### config.mk
export PLATFORM = sky130hd
export DESIGN_NAME = ps2_host_tx
export DESIGN_NICKNAME = d
export VERILOG_FILES = /design/src/rtl/ps2_host_tx.sv
export SDC_FILE = /design/constraint.sdc
export NUM_CORES = 1
export LEC_CHECK = 0
export CAP_MARGIN = 20
export CORE_ASPECT_RATIO = 1.2
export CORE_MARGIN = 5
export CORE_UTILIZATION = 25
export DETAILED_ROUTE_END_ITERATION = 7
export PLACE_DENSITY = 0.38
export SYNTH_ARGS = -nofsm -noshare
export SYNTH_HDL_FRONTEND = slang
export SYNTH_SLANG_ARGS = --single-unit
### constraint.sdc
create_clock -name clk -period 2.3 [get_ports clk]
set_input_delay 0.23 -clock clk [delete_from_list [all_inputs] [get_ports clk]]
set_output_delay 0.23 -clock clk [all_outputs]
set_load 0.02 [all_outputs]
### src/rtl/ps2_host_tx.sv
// Host-to-device PS/2 transmitter: inhibits the bus, requests to send, then clocks out
// one command byte under device clock. Optional PS2_TX_RETRY_EN re-sends on failure.
module ps2_host_tx #(
    parameter int INHIBIT_CYCLES = 5000,
    parameter int RTS_CYCLES     = 100,
    parameter int START_TIMEOUT  = 750000,
    parameter int BIT_TIMEOUT    = 100000,
    parameter int MAX_RETRIES    = 2
) (
    input  logic       clk,
    input  logic       resetn,
    input  logic       send_valid,
    input  logic [7:0] send_data,
    output logic       send_ready,
    input  logic       ps2_clk_in,
    input  logic       ps2_dat_in,
    output logic       ps2_clk_oe,
    output logic       ps2_dat_oe,
    output logic       busy,
    output logic       done,
    output logic       error,
    output logic [1:0] err_code
);

`ifdef PS2_TX_RETRY_EN
    localparam bit RETRY_EN = 1'b1;
`else
    localparam bit RETRY_EN = 1'b0;
`endif

    localparam int MAX_AB  = (INHIBIT_CYCLES > RTS_CYCLES) ? INHIBIT_CYCLES : RTS_CYCLES;
    localparam int MAX_CD  = (START_TIMEOUT > BIT_TIMEOUT) ? START_TIMEOUT : BIT_TIMEOUT;
    localparam int MAX_CYC = (MAX_AB > MAX_CD) ? MAX_AB : MAX_CD;
    localparam int CNT_W   = $clog2(MAX_CYC + 1);
    localparam int ATT_W   = (MAX_RETRIES < 1) ? 1 : $clog2(MAX_RETRIES + 1);

    localparam logic [CNT_W-1:0] INH_LAST   = CNT_W'(INHIBIT_CYCLES - 1);
    localparam logic [CNT_W-1:0] RTS_LAST   = CNT_W'(RTS_CYCLES - 1);
    localparam logic [CNT_W-1:0] START_LAST = CNT_W'(START_TIMEOUT - 1);
    localparam logic [CNT_W-1:0] BIT_LAST   = CNT_W'(BIT_TIMEOUT - 1);
    localparam logic [ATT_W-1:0] ATT_MAX    = ATT_W'(MAX_RETRIES);

    localparam logic [1:0] ERR_START = 2'd1;
    localparam logic [1:0] ERR_BIT   = 2'd2;
    localparam logic [1:0] ERR_NOACK = 2'd3;

    typedef enum logic [2:0] {
        IDLE, INHIBIT, RTS, WAIT_FIRST, BITS, ACK, RELEASE_OK, FAIL
    } state_t;

    state_t           state_q, state_d;
    logic [CNT_W-1:0] cnt_q, cnt_d;
    logic [3:0]       bit_idx_q, bit_idx_d;
    logic [9:0]       frame_q, frame_d;
    logic             dat_oe_q, dat_oe_d;
    logic [1:0]       err_code_q, err_code_d;
    logic [ATT_W-1:0] attempts_q, attempts_d;

    logic clk_meta_q, clk_sync_q, clk_prev_q;
    logic dat_meta_q, dat_sync_q;
    logic fe;

    // Synchronisers reset to the idle-high bus level so reset never fakes an edge.
    always_ff @(posedge clk) begin
        if (!resetn) begin
            state_q    <= IDLE;
            cnt_q      <= '0;
            bit_idx_q  <= '0;
            dat_oe_q   <= 1'b0;
            err_code_q <= 2'd0;
            attempts_q <= '0;
            clk_meta_q <= 1'b1;
            clk_sync_q <= 1'b1;
            clk_prev_q <= 1'b1;
            dat_meta_q <= 1'b1;
            dat_sync_q <= 1'b1;
        end else begin
            state_q    <= state_d;
            cnt_q      <= cnt_d;
            bit_idx_q  <= bit_idx_d;
            dat_oe_q   <= dat_oe_d;
            err_code_q <= err_code_d;
            attempts_q <= attempts_d;
            clk_meta_q <= ps2_clk_in;
            clk_sync_q <= clk_meta_q;
            clk_prev_q <= clk_sync_q;
            dat_meta_q <= ps2_dat_in;
            dat_sync_q <= dat_meta_q;
        end
    end

    always_ff @(posedge clk) begin
        frame_q <= frame_d;
    end

    assign fe = clk_prev_q & ~clk_sync_q;

    always_comb begin
        state_d    = state_q;
        cnt_d      = cnt_q;
        bit_idx_d  = bit_idx_q;
        frame_d    = frame_q;
        dat_oe_d   = dat_oe_q;
        err_code_d = err_code_q;
        attempts_d = attempts_q;
        done       = 1'b0;
        error      = 1'b0;

        case (state_q)
            IDLE: begin
                dat_oe_d = 1'b0;
                if (send_valid) begin
                    frame_d    = {1'b1, ~^send_data, send_data};
                    err_code_d = 2'd0;
                    attempts_d = '0;
                    cnt_d      = '0;
                    state_d    = INHIBIT;
                end
            end
            INHIBIT: begin
                if (cnt_q == INH_LAST) begin
                    cnt_d    = '0;
                    dat_oe_d = 1'b1;
                    state_d  = RTS;
                end else begin
                    cnt_d = cnt_q + 1'b1;
                end
            end
            RTS: begin
                if (cnt_q == RTS_LAST) begin
                    cnt_d   = '0;
                    state_d = WAIT_FIRST;
                end else begin
                    cnt_d = cnt_q + 1'b1;
                end
            end
            // The first device edge already asks for data bit 0.
            WAIT_FIRST: begin
                if (fe) begin
                    cnt_d     = '0;
                    dat_oe_d  = ~frame_q[0];
                    bit_idx_d = 4'd1;
                    state_d   = BITS;
                end else if (cnt_q == START_LAST) begin
                    dat_oe_d   = 1'b0;
                    err_code_d = ERR_START;
                    state_d    = FAIL;
                end else begin
                    cnt_d = cnt_q + 1'b1;
                end
            end
            BITS: begin
                if (fe) begin
                    cnt_d    = '0;
                    dat_oe_d = ~frame_q[bit_idx_q];
                    if (bit_idx_q == 4'd9) begin
                        state_d = ACK;
                    end else begin
                        bit_idx_d = bit_idx_q + 4'd1;
                    end
                end else if (cnt_q == BIT_LAST) begin
                    dat_oe_d   = 1'b0;
                    err_code_d = ERR_BIT;
                    state_d    = FAIL;
                end else begin
                    cnt_d = cnt_q + 1'b1;
                end
            end
            ACK: begin
                if (fe) begin
                    cnt_d = '0;
                    if (!dat_sync_q) begin
                        state_d = RELEASE_OK;
                    end else begin
                        err_code_d = ERR_NOACK;
                        state_d    = FAIL;
                    end
                end else if (cnt_q == BIT_LAST) begin
                    err_code_d = ERR_BIT;
                    state_d    = FAIL;
                end else begin
                    cnt_d = cnt_q + 1'b1;
                end
            end
            RELEASE_OK: begin
                if (clk_sync_q && dat_sync_q) begin
                    done    = 1'b1;
                    state_d = IDLE;
                end else if (cnt_q == BIT_LAST) begin
                    err_code_d = ERR_BIT;
                    state_d    = FAIL;
                end else begin
                    cnt_d = cnt_q + 1'b1;
                end
            end
            FAIL: begin
                dat_oe_d = 1'b0;
                if (RETRY_EN && (attempts_q < ATT_MAX)) begin
                    attempts_d = attempts_q + 1'b1;
                    cnt_d      = '0;
                    state_d    = INHIBIT;
                end else begin
                    error   = 1'b1;
                    state_d = IDLE;
                end
            end
            default: begin
                dat_oe_d = 1'b0;
                state_d  = IDLE;
            end
        endcase
    end

    assign ps2_clk_oe = (state_q == INHIBIT) || (state_q == RTS);
    assign ps2_dat_oe = dat_oe_q;
    assign send_ready = (state_q == IDLE);
    assign busy       = ~send_ready;
    assign err_code   = err_code_q;

endmodule

**Word-level counts from Yosys, hierarchy flattened**

Index checks and enable logic that the tools add are counted.
Widths: inputs -> output; s select.

- Bits in registers: 44
- Bits in latches: 0
- RAM bits: 0
- Bits in read-only memories: 0
- Output and inout bits: 8
- Word-level logic and storage cells: 107
- Memories: 0

- Add/sub/neg operators: 2
- $mul: 0
- Div/mod/pow operators: 0
- Order comparisons: 1
- Eq/ne operators: 27
- Shift operators: 0
- Mux-type cells: 45
- Bitwise gates (word level): 5
- Reductions and logical operators: 16

Operators with widths:

| cell | count |
|---|---|
| $mux 20 | 8 |
| $pmux 20 s6 | 1 |
| $mux 3 | 10 |
| $pmux 3 s8 | 1 |
| $add 20x1->20 const B | 1 |
| $eq 20x13->1 const B | 1 |
| $eq 20x17->1 const B | 1 |
| $eq 20x20->1 const B | 1 |
| $eq 20x7->1 const B | 1 |
| $ne 2x2->1 const B | 10 |
| $mux 2 | 8 |
| $ne 3x3->1 const B | 5 |
| $eq 3x3->1 const B | 4 |
| $mux 4 | 3 |
| $reduce_and 4->1 | 3 |
| $mux 1 | 10 |
| $pmux 2 s5 | 1 |
| $pmux 4 s2 | 1 |
| $reduce_xnor 8->1 | 1 |
| $reduce_and 7->1 | 1 |
| $eq 3x2->1 const B | 2 |
| $reduce_bool 6->1 | 1 |
| $lt 4x5->1 const B | 1 |
| $reduce_and 5->1 | 1 |
| other kinds (15) | 19 |

**Longest topological paths before layout**

- Depth in word-level cells: 5
- Gate-level depth with buffers: 8
- Depth with buffers taken out: 7

**Worst setup path before layout**

Ideal clock, no wire load.

- Path type: reg2reg
- Start: register cnt_q[0]
- End: register cnt_q[10]
- Library setup time: 128 ps
- Arrival time: 2,268 ps
- Setup slack: -95 ps
- Stages on the path, launching flop included: 9
- Path buffers: 1
- Clock period less this slack: 2,395 ps
- Cells stage by stage: dfxtp_1 -> ha_1 -> or4b_2 -> nor3_1 -> a31o_2 -> nand3_1 -> clkbuf_1 -> a32oi_1 -> o31ai_1

- Longest elaborated chain between the ends: 4
- Elaborated cells on any way between the ends: 15

Ends and longest elaborated chain:

| element | RTL line | text |
|---|---|---|
| start, declared | 52 | `logic [CNT_W-1:0] cnt_q, cnt_d;` |
| start signal, assigned | 79 | `cnt_q <= cnt_d;` |
| $add 20x1->20 / $eq 20x17->1 (equally long branches) | -- |  |
| $mux 20, on equally long branches | -- |  |
| $mux 20, on equally long branches | 186, 139, 170 |  |
| $pmux 20 s6 | 109 | `case (state_q)` |

Parallel ways exist; a longest one is shown, timed or not. The select of a mux whose other input is x is not followed.
A chain may end at the register's enable or synchronous reset.

**Final worst setup path**

- Start: register cnt_q[8]
- End: register dat_oe_q, in the netlist ps2_dat_oe

- Longest elaborated chain between the ends: 3
- Elaborated cells on any way between the ends: 7

Ends and longest elaborated chain:

| element | RTL line | text |
|---|---|---|
| $eq 20x17->1, or another cell as far along | 161 | `end else if (cnt_q == BIT_LAST) begin` |
| $ne 3x3->1 (no line) / $ne 2x2->1 (equally long branches) | -- |  |
| $reduce_and 4->1 (no line) (*) | -- |  |
| end signal, assigned | 81 | `dat_oe_q <= dat_oe_d;` |
| end, declared | 55 | `logic dat_oe_q, dat_oe_d;` |

Every way passes the cells marked *; elsewhere a longest branch is shown, timed or not.

==> reports/qor.csv <==
stage,metric,value,unit
run_status,status,"complete, but fails checks",
run_status,violated checks,setup timing,
placement,post-place setup slack,-0.126,ns
clock_network,clk sink count,44,
finish,nets,427,
pwr,power density over the cells,733,nW/µm²
routing,Initial DRC Count,90,
floorplanning,initial cell density of the core,25.2,%
worst_setup_path,WP data required,2.51,ns
global_route,total gr overflow,0,
clock_network,Clock transition at path regs,0.07,ns
timing,period utilization,102,%
clock_network,cts bufs inserted,5,
worst_hold_path,Worst Hold Class,flop to flop,
synth,"count leader, synth",dfxtp_1,
synth,main flop type after synthesis,dfxtp_1,
global_route,GR Util met2,24.8,%
timing,slew at the pin closest to its max-slew limit,0.579,ns
finish,final instance area,4040,µm²
global_route,first-pass GRT wire length,14.4,mm
floorplanning,core area,10900,µm²
synth,Netlist cell types,67,
worst_setup_path,Critical Path End Type,flop,
clock_network,htree depth,2,
finish,share of cells above drive strength 1,32.0,%
timing,fin crit period,2.35,ns
synth,dominant cells by area after synthesis,"dfxtp_1 (26%), edfxtp_1 (9.8%), nor2_1 (3.7%)",
global_route,gr busiest metal,met2,
timing,Setup WS post-layout,-0.0470,ns
routing,via count,2841,
routing,TritonRoute pass-1 iters,4,
floorplanning,die area,13200,µm²
timing,Max Slew Vio Count,0,
timing,final setup fails,2,
synth,Commonest cells post-synth,"dfxtp_1 (35), nor2_1 (27), nand2_1 (25), nand3_1 (19), o21ai_0 (19)",
placement,I/O Buffers,20,
synth,Yosys warning total,0,
synth,syn avg cell area,8.39,µm²
pwr,Max IR drop VDD,0.342,mV
synth,Syn Nets,343,
placement,Area after DPL,3590,µm²
synth,Post-synth EDFFs,9,
routing,DRC errors left,0,
timing,unrepaired setup endpoints after global routing,true,
worst_setup_path,crit start category,flop,
finish,Antenna Cells,0,
routing,Vias/cell,5.22,
floorplanning,I/O Pins,21,
placement,RePlAce Congestion,0.822,
clock_network,root buf cell,clkbuf_16,
worst_setup_path,path type of the worst setup path,flop to flop,
synth,Synth top area share,25.5,%
synth,Synth Register Bits,44,
clock_network,TritonCTS clock tree,yes,
finish,footprint of the multi-input gates,1820,µm²
finish,register area,985,µm²
global_route,GRT Overall Usage,13.9,%
synth,post-synth top area cell,dfxtp_1,
routing,total routed wirelength,9.25,mm
global_route,initial antenna violation count,0,
routing,antenna-violating nets left,0,
worst_setup_path,Max Fanout on Critical Path,3,
timing,Final Hold Viols,0,
floorplanning,row count,42,
global_route,GR Util met1,16.5,%
global_route,largest net degree at the start of global routing,16,
pwr,leakage power,1.46,nW
floorplanning,die outline height,125,µm
job,max cap viols,0,
synth,Post-synth ARST share,0,%
global_route,grt met3 use,2.38,%
synth,synthesized area,2740,µm²
clock_network,later-pin clock latency in the skew report,0.29,ns
finish,filler instances,1126,
timing,slew margin rel.,60.4,%
timing,Setup Skew,0.00622,ns
finish,Area Overhead vs Synth,47.4,%
worst_setup_path,WP data arrival,2.55,ns
floorplanning,die width,106,µm
placement,post-detail-place hpwl,6.96,mm
clock_network,Clock Path Buffers,2,
timing,FMAX,0.426,GHz
synth,Synth Instances,327,
routing,routed length per instance,17.0,µm
global_route,vias in the first global route,2797,
synth,post-synthesis sequential area ratio,35.4,%
## critical path, stage by stage (launching register included)
cell      delay (ns)
dfxtp_2         0.33
or4_4           0.53
or4_4           0.55
or2_4           0.29
a221oi_4        0.27
a21oi_2         0.09
a311oi_2        0.20
## cell usage in the layout (no fill, tap or decap), types with 6 or more instances in the layout
cell type        netlist  layout
buf_4                  0      71
inv_1                 11      11
a21oi_1               12      10
o21ai_0               19      16
or3_1                  7       6
nor2_1                27      27
nand2b_1               8       8
nand3_1               19      17
clkbuf_16              0       6
nand2_1               25      25
edfxtp_1               9       9
a31oi_1                8       8
dfxtp_1               35      28
nand4_1                9       9
clkdlybuf4s50_1        0      19
xnor2_1                8       8
## routing by layer
layer	wire, µm	share of wire, %	vias up
met2	4840	52	37
met3	212	2.3	7
met4	131	1.4	0
met1	4060	44	1388
met5	0	0	-
li1	-	-	1409
## final timing paths
check	cells past startpoint	slack, ns	startpoint	to
min	1	0.42	clk_meta_q	clk_sync_q
max	6	-0.05	cnt_q[8]	ps2_dat_oe
min reg2reg	1	0.42	clk_meta_q	clk_sync_q
max reg2reg	6	-0.05	cnt_q[8]	ps2_dat_oe
## where the power goes
group / internal [mW] / total (mW) / switching [mW]
Clock: 0.517 / 0.851 / 0.334
Sequential: 0.859 / 0.891 / 0.0318
Combinational: 0.598 / 1.22 / 0.626
Total: 1.97 / 2.97 / 0.992
## kinds of logic after synthesis
family,share of synthesized area (%)
flops,35.4
fa+ha+maj,1.37
mux,3.15
buf+inv,5.20
xor+xnor,3.19
simple gates,28.4
compound gates,23.3
## per-stage QoR
| step | setup TNS (ns) | cells | power [mW] | utilization [%] | hold slack (ns) |
|---|---|---|---|---|---|
| 3_3_place_gp | -0.233 | 528 | 1.98 | 33.0 | 0.392 |
| 3_5_place_dp | -0.959 | 528 | 1.96 | 33.0 | 0.402 |
| 5_1_grt | -0.506 | 544 | 3.12 | 37.2 | 0.451 |
| 2_1_floorplan | 0 | 327 | 1.46 | - | 0.329 |
| 4_1_cts | -0.278 | 539 | 2.86 | 35.2 | 0.421 |
| 6_report | -0.0722 | 544 | 2.97 | 37.2 | 0.415 |
## area by class of cell
cell class,count,share of cell area [%]
clock buffer,5,3.09
clock inverter,3,1.14
tap,132,4.08
inverter,11,1.02
timing repair buffer,99,21.3
sequential,44,24.4
multi-input combinational,250,45.0
## timing repair
item,CTS,global route
hold buffers,0,0
gates resized for setup,13,37
endpoints found under the hold margin,0,0
setup buffers,3,5
pin swaps,8,21
setup endpoints to repair,18,25
gates cloned,0,1
## flip-flops by register name, summed over array words and instances (netlist names), 2 cells and up
| name | count |
|---|---|
| frame_q | 9 |
| err_code | 2 |
| state_q | 3 |
| bit_idx_q | 4 |
| cnt_q | 20 |
(Power assumes the default switching activity.)
